--- src/rtl/sum_pkg.sv ---
// Shared definitions for the summator and its BCD conversion stage.
// Provides the converter state enum, bus-width constants and a digit-count helper.
package sum_pkg;

    localparam int SUM_WIDTH  = 8;
    localparam int BCD_DIGITS = 3;

    typedef enum logic [1:0] {
        IDLE  = 2'd0,
        SHIFT = 2'd1,
        DONE  = 2'd2
    } conv_state_t;

    // Decimal digits needed to show the largest unsigned value of a width.
    function automatic int bcd_digits_for(input int width);
        longint max_val;
        int     n;
        max_val = (longint'(1) << width) - 64'd1;
        n = 1;
        while (max_val >= 64'd10) begin
            max_val = max_val / 64'd10;
            n = n + 1;
        end
        return n;
    endfunction

endpackage

--- src/rtl/bcd_nibble_adjust.sv ---
// Double-dabble digit correction: adds 3 to a BCD nibble of 5 or more.
// Ports: nibble (4-bit digit in), adjusted (4-bit corrected digit out).
module bcd_nibble_adjust (
    input  logic [3:0] nibble,
    output logic [3:0] adjusted
);

    assign adjusted = (nibble >= 4'd5) ? nibble + 4'd3 : nibble;

endmodule

--- src/rtl/sum_bcd_converter.sv ---
// Sequential binary-to-packed-BCD converter behind the summator, one bit per clock.
// Ports: clk, reset (sync, active-high); in_data/in_valid/in_ready upstream handshake;
// out_bcd/out_bin/out_valid/out_ready downstream handshake, result held until consumed.
module sum_bcd_converter
    import sum_pkg::*;
#(
    parameter int WIDTH  = SUM_WIDTH,
    parameter int DIGITS = BCD_DIGITS
) (
    input  logic                  clk,
    input  logic                  reset,
    input  logic [WIDTH-1:0]      in_data,
    input  logic                  in_valid,
    output logic                  in_ready,
    output logic [4*DIGITS-1:0]   out_bcd,
    output logic [WIDTH-1:0]      out_bin,
    output logic                  out_valid,
    input  logic                  out_ready
);

    localparam int BW = 4 * DIGITS;
    localparam int CW = $clog2(WIDTH);

    if (DIGITS < bcd_digits_for(WIDTH)) begin : g_digits_check
        $error("DIGITS too small for WIDTH");
    end

    conv_state_t state;
    conv_state_t state_next;

    logic [WIDTH-1:0]    bin_shift;
    logic [BW-1:0]       bcd_acc;
    logic [BW-1:0]       bcd_adj;
    logic [BW+WIDTH-1:0] shifted;
    logic [CW-1:0]       cnt;
    logic                last_shift;

    for (genvar d = 0; d < DIGITS; d++) begin : g_adj
        bcd_nibble_adjust u_adj (
            .nibble   (bcd_acc[4*d +: 4]),
            .adjusted (bcd_adj[4*d +: 4])
        );
    end

    // Top bit of the adjusted accumulator is always 0 and falls off here.
    assign shifted    = {bcd_adj, bin_shift} << 1;
    assign last_shift = (cnt == CW'(WIDTH - 1));

    always_ff @(posedge clk) begin
        if (reset) begin
            state <= IDLE;
        end else begin
            state <= state_next;
        end
    end

    always_comb begin
        state_next = state;
        in_ready   = 1'b0;
        out_valid  = 1'b0;
        unique case (state)
            IDLE: begin
                in_ready = 1'b1;
                if (in_valid) begin
                    state_next = SHIFT;
                end
            end
            SHIFT: begin
                if (last_shift) begin
                    state_next = DONE;
                end
            end
            DONE: begin
                out_valid = 1'b1;
                if (out_ready) begin
                    state_next = IDLE;
                end
            end
            default: begin
                state_next = IDLE;
            end
        endcase
    end

    always_ff @(posedge clk) begin
        if (reset) begin
            bin_shift <= '0;
            bcd_acc   <= '0;
            out_bin   <= '0;
            cnt       <= '0;
        end else begin
            unique case (state)
                IDLE: begin
                    if (in_valid) begin
                        bin_shift <= in_data;
                        bcd_acc   <= '0;
                        out_bin   <= in_data;
                        cnt       <= '0;
                    end
                end
                SHIFT: begin
                    bcd_acc   <= shifted[BW+WIDTH-1:WIDTH];
                    bin_shift <= shifted[WIDTH-1:0];
                    cnt       <= cnt + 1'b1;
                end
                default: begin
                end
            endcase
        end
    end

    assign out_bcd = bcd_acc;

endmodule

--- config.mk ---
export PLATFORM = sky130hd
export DESIGN_NAME = sum_bcd_converter
export DESIGN_NICKNAME = d
export VERILOG_FILES = /design/src/rtl/sum_pkg.sv /design/src/rtl/bcd_nibble_adjust.sv /design/src/rtl/sum_bcd_converter.sv
export SDC_FILE = /design/constraint.sdc
export NUM_CORES = 1
export LEC_CHECK = 0
export CAP_MARGIN = 20
export CORE_MARGIN = 8
export CORE_UTILIZATION = 30
export DETAILED_ROUTE_END_ITERATION = 12
export GPL_TIMING_DRIVEN = 0
export HOLD_SLACK_MARGIN = 0.12
export PLACE_DENSITY = 0.55
export SLEW_MARGIN = 10
export SYNTH_ARGS = -nofsm -noshare
export SYNTH_HDL_FRONTEND = slang
export SYNTH_HIERARCHICAL = 1
export SYNTH_SLANG_ARGS = --single-unit
--- constraint.sdc ---
create_clock -name clk -period 3.05 [get_ports clk]
set_clock_uncertainty 0.1 [all_clocks]
set_input_delay 0.61 -clock clk [delete_from_list [all_inputs] [get_ports clk]]
set_output_delay 0.61 -clock clk [all_outputs]
set_load 0.02 [all_outputs]
==> impl_metrics.json, run 1 <==
{
  "status": "completed",
  "antenna_found_initial": 0,
  "syn_inst": 170,
  "postRouteAntennaNets": 0,
  "cp.required_ns": 2.34,
  "overflow": 0,
  "dp_hpwl_um": 2590,
  "cp.arrival_ns": 1.79,
  "setup_ws_ns": 0.545,
  "critical_path_class": "flop to primary output",
  "root_buffer": "clkbuf_8",
  "grt_pass1_wl_um": 5840,
  "hold_class": "flop to flop",
  "vias": 1261,
  "grt_pass1_vias": 1256,
  "via_per_inst": 4.49,
  "cts.clk_slew.worst_paths_ns": 0.07,
  "cts_buffers": 5,
  "critPathMaxFanout": 10,
  "pre_cts_ws_ns": 0.859,
  "postLayoutCellArea_um2": 2050,
  "grt.total_usage": 0.0984,
  "diodes": 0,
  "drive_above_1_share": 0.0948,
  "post-cts-setup-buffers": 0,
  "start_util": 0.308,
  "post-route-period-util": 0.821,
  "drt_iter0_drc": 55,
  "setup_viol": 0,
  "fin_setup_tns_ns": 0,
  "slew_violations": 0,
  "dieWidth_um": 87.9,
  "rows": 26,
  "synth-warning-count": 6,
  "first_pass_iters": 4,
  "relSlewSlack": 0.651,
  "io_pins": 34,
  "endpoint_kind": "primary output",
  "leakage_nw": 0.819,
  "grt_max_degree": 11,
  "ctsHoldBuffers": 0,
  "critPathLaunchType": "flop",
  "cts_tree": "done",
  "syn_area_um2": 1550,
  "synthToLayoutAreaGrowth_pct": 32.2,
  "portBuffers": 33,
  "wl_um": 3450,
  "gp_congestion": 0.677,
  "cap_violations": 0,
  "core-area_um2": 5040,
  "placed_cell_area_um2": 1970,
  "syn_nets": 190,
  "route.detailed.drc": 0,
  "hold_viol_final": 0,
  "die_y_um": 87.9,
  "clockBufferDepth": 2,
  "p_per_area_nw_per_um2": 441,
  "worst_pin_slew_ns": 0.520,
  "htree_levels": 2,
  "clock_latency_ns": 0.29,
  "wire_per_inst_um": 12.3,
  "finalNetCount": 230,
  "fin_crit_ns": 2.50,
  "layout_common_cells": "33 x dfxtp_1, 33 x clkdlybuf4s50_1, 27 x nand2_1, 16 x a21oi_1",
  "cts-resized-gates": 0,
  "max_freq_mhz": 399,
  "irDropWorstVdd_mv": 0.203,
  "fin_util": 0.407,
  "rsz0062_at_grt": "false",
  "fill_cells": 541,
  "syn_area_per_cell_um2": 9.13,
  "dieArea_um2": 7730,
  "clock-sinks": 33
}
## metal layers
metal | global-route usage | share of wire | vias up
met5 | 0 | 0 | -
met3 | 0.0366 | 0.042 | 6
met2 | 0.146 | 0.44 | 20
li1 | - | - | 667
met4 | 0.0516 | 0.020 | 0
met1 | 0.120 | 0.49 | 568
## power by group
group / switching (mW) / leakage [nW] / internal [mW]
Sequential: 0.0122 / 0.270 / 0.453
Clock: 0.159 / 0.0450 / 0.158
Combinational: 0.0624 / 0.505 / 0.0606
Total: 0.234 / 0.819 / 0.672
## metrics by stage
| stage | total power [mW] | hold WS, ns | instances |
|---|---|---|---|
| finish | 0.906 | 0.356 | 281 |
| global route | 0.953 | 0.389 | 281 |
| CTS | 0.917 | 0.361 | 281 |
| detailed placement | 0.599 | 0.351 | 273 |
| global placement | 0.599 | 0.345 | 273 |
| floorplan | 0.548 | 0.349 | 170 |
## final timing paths
path                                 start          to  slack [ns]  cells past startpoint
worst max-delay path              state[1]    in_ready        0.55                      5
worst min-delay path            out_bin[2]  out_bin[2]        0.36                      2
worst max register to register  out_bcd[5]  out_bcd[6]        1.53                      6
worst min register to register  out_bin[2]  out_bin[2]        0.36                      2
## worst max-delay path: stages (launching register included)
cell	delay, ns
dfxtp_1	0.32
buf_6	0.14
or2_1	0.22
clkbuf_1	0.16
inv_1	0.07
clkdlybuf4s50_1	0.60
## registers in the layout (all words and copies together) (netlist names)
signal / count
bin_shift: 8
cnt: 3
out_bcd: 12
state: 2
out_bin: 8
## cell type report
class | instances | area (um2) | area share
clock inverters | 2 | 10.0 | 0.00488
flip-flops and latches | 33 | 661 | 0.322
multi-input cells | 120 | 802 | 0.391
inverters | 9 | 33.8 | 0.0165
repair buffers | 33 | 330 | 0.161
clock buffers | 6 | 72.6 | 0.0353
well taps | 70 | 87.6 | 0.0427
plain buffers | 8 | 56.3 | 0.0274
Note: power is estimated with default switching activity, not from simulation.
==> run 2, diff against run 1 <==
Settings changed: PLACE_DENSITY 0.55 to 0.57.
Clock period 3.05 ns to 2.04 ns, I/O delays scaled along.
==> impl_metrics.json, run 2 (synthesis gave the netlist of run 1 again) <==
{
  "status": "completed",
  "clock_latency_ns": 0.28,
  "grt_pass1_wl_um": 5830,
  "endpoint_kind": "primary output",
  "portBuffers": 33,
  "die_y_um": 87.9,
  "dieWidth_um": 87.9,
  "drt_iter0_drc": 87,
  "gp_congestion": 0.730,
  "leakage_nw": 0.823,
  "first_pass_iters": 4,
  "antenna_found_initial": 0,
  "timing.critical_path.buf_inv": 1,
  "start_util": 0.308,
  "wl_um": 3500,
  "overflow": 0,
  "post-route-period-util": 0.927,
  "finalNetCount": 230,
  "postRouteAntennaNets": 0,
  "max_freq_mhz": 529,
  "ctsHoldBuffers": 0,
  "worst_pin_slew_ns": 0.499,
  "synthToLayoutAreaGrowth_pct": 32.1,
  "route.detailed.drc": 0,
  "fin_setup_tns_ns": 0,
  "seqCellArea_um2": 661,
  "cts_buffers": 5,
  "grt.total_usage": 0.0987,
  "cp_slowest_stage_delay_ns": 0.65,
  "cp.arrival_ns": 1.38,
  "relSlewSlack": 0.665,
  "crit_family": "buffers and inverters",
  "path_cells": "clkdlybuf4s50_1",
  "rsz0062_at_grt": "false",
  "vias": 1229,
  "critical_path_class": "flop to primary output",
  "cap_violations": 0,
  "p_per_area_nw_per_um2": 669,
  "dp_hpwl_um": 2610,
  "cts_tree": "done",
  "fill_cells": 514,
  "diodes": 0,
  "layout_common_cells": "33 x dfxtp_1, 31 x clkdlybuf4s50_1, 27 x nand2_1, 16 x a21oi_1",
  "via_per_inst": 4.39,
  "htree_levels": 2,
  "drive_above_1_share": 0.0952,
  "rows": 26,
  "clock-sinks": 33,
  "cp.required_ns": 1.53,
  "core-area_um2": 5040,
  "setup_viol": 0,
  "wire_per_inst_um": 12.5,
  "irDropWorstVdd_mv": 0.269,
  "root_buffer": "clkbuf_8",
  "critPathMaxFanout": 6,
  "fin_util": 0.407,
  "grt_max_degree": 11,
  "clockBufferDepth": 2,
  "grt_pass1_vias": 1192,
  "io_pins": 34,
  "mostFrequentLayoutCell": "dfxtp_1",
  "largest_reg_flops": 12,
  "cts.clk_slew.worst_paths_ns": 0.06,
  "cp_slowest_cell": "clkdlybuf4s50_1",
  "multi_input_area_um2": 802,
  "slew_violations": 0,
  "dieArea_um2": 7730,
  "critPathLaunchType": "flop",
  "hold_viol_final": 0,
  "fin_crit_ns": 1.89,
  "post-cts-setup-buffers": 0,
  "cts-resized-gates": 3,
  "hold_class": "flop to flop"
}
-- run 2: cell count changes in the layout (fill, tap and decap cells not counted), sizes merged --
cell	previous run	this run
clkdlybuf4s50	33	31
clkbuf	8	10
dlygate4sd2	0	1
clkinv	2	0
-- run 2: path summary, 6_finish.rpt --
path                     end  slack [ns]        from  cells past startpoint
setup / recovery  out_bcd[0]        0.15  out_bcd[0]                      1
hold / removal    out_bin[4]        0.36  out_bin[4]                      2
setup reg to reg  out_bcd[2]        0.53  out_bcd[1]                      6
hold reg to reg   out_bin[4]        0.36  out_bin[4]                      2
-- run 2: area by class of cell --
| type | instances | area share |
|---|---|---|
| multi-input cells | 120 | 0.391 |
| flip-flops and latches | 33 | 0.322 |
| repair buffers | 33 | 0.158 |
| well taps | 70 | 0.0427 |
| clock buffers | 7 | 0.0421 |
| plain buffers | 8 | 0.0275 |
| inverters | 9 | 0.0165 |
-- run 2: report_power, final --
part | internal (mW) | total (mW) | switching, mW | leakage [nW]
logic | 0.0891 | 0.184 | 0.0947 | 0.509
registers | 0.678 | 0.697 | 0.0188 | 0.270
clock network | 0.267 | 0.492 | 0.225 | 0.0443
-- run 2: stage by stage --
stage / instance area (um2) / cells / total power [mW] / hold slack [ns] / setup WS [ns]
detailed placement: 1970 / 273 / 0.897 / 0.350 / 0.0433
floorplan: 1550 / 170 / 0.820 / 0.349 / 0.488
global placement: 1970 / 273 / 0.896 / 0.344 / 0.0466
finish: 2050 / 280 / 1.37 / 0.357 / 0.149
global route: 2050 / 280 / 1.45 / 0.382 / 0.0814
CTS: 2060 / 280 / 1.40 / 0.359 / 0.0178
-- run 2: routing by layer --
layer / global-route usage / vias up / wire, um
li1: - / 666 / -
met1: 0.121 / 544 / 1710
met2: 0.150 / 15 / 1610
met3: 0.0356 / 4 / 136
met4: 0.0469 / 0 / 48
met5: 0 / - / 0
==> run 3, diff against run 2 <==
Settings changed: SKIP_LAST_GASP from default to 1.
==> results of run 3 <==
The final DEF is identical to that of run 2; final timing and power are the same.
Among the figures that moved: number of gates resized after CTS 3 -> 2
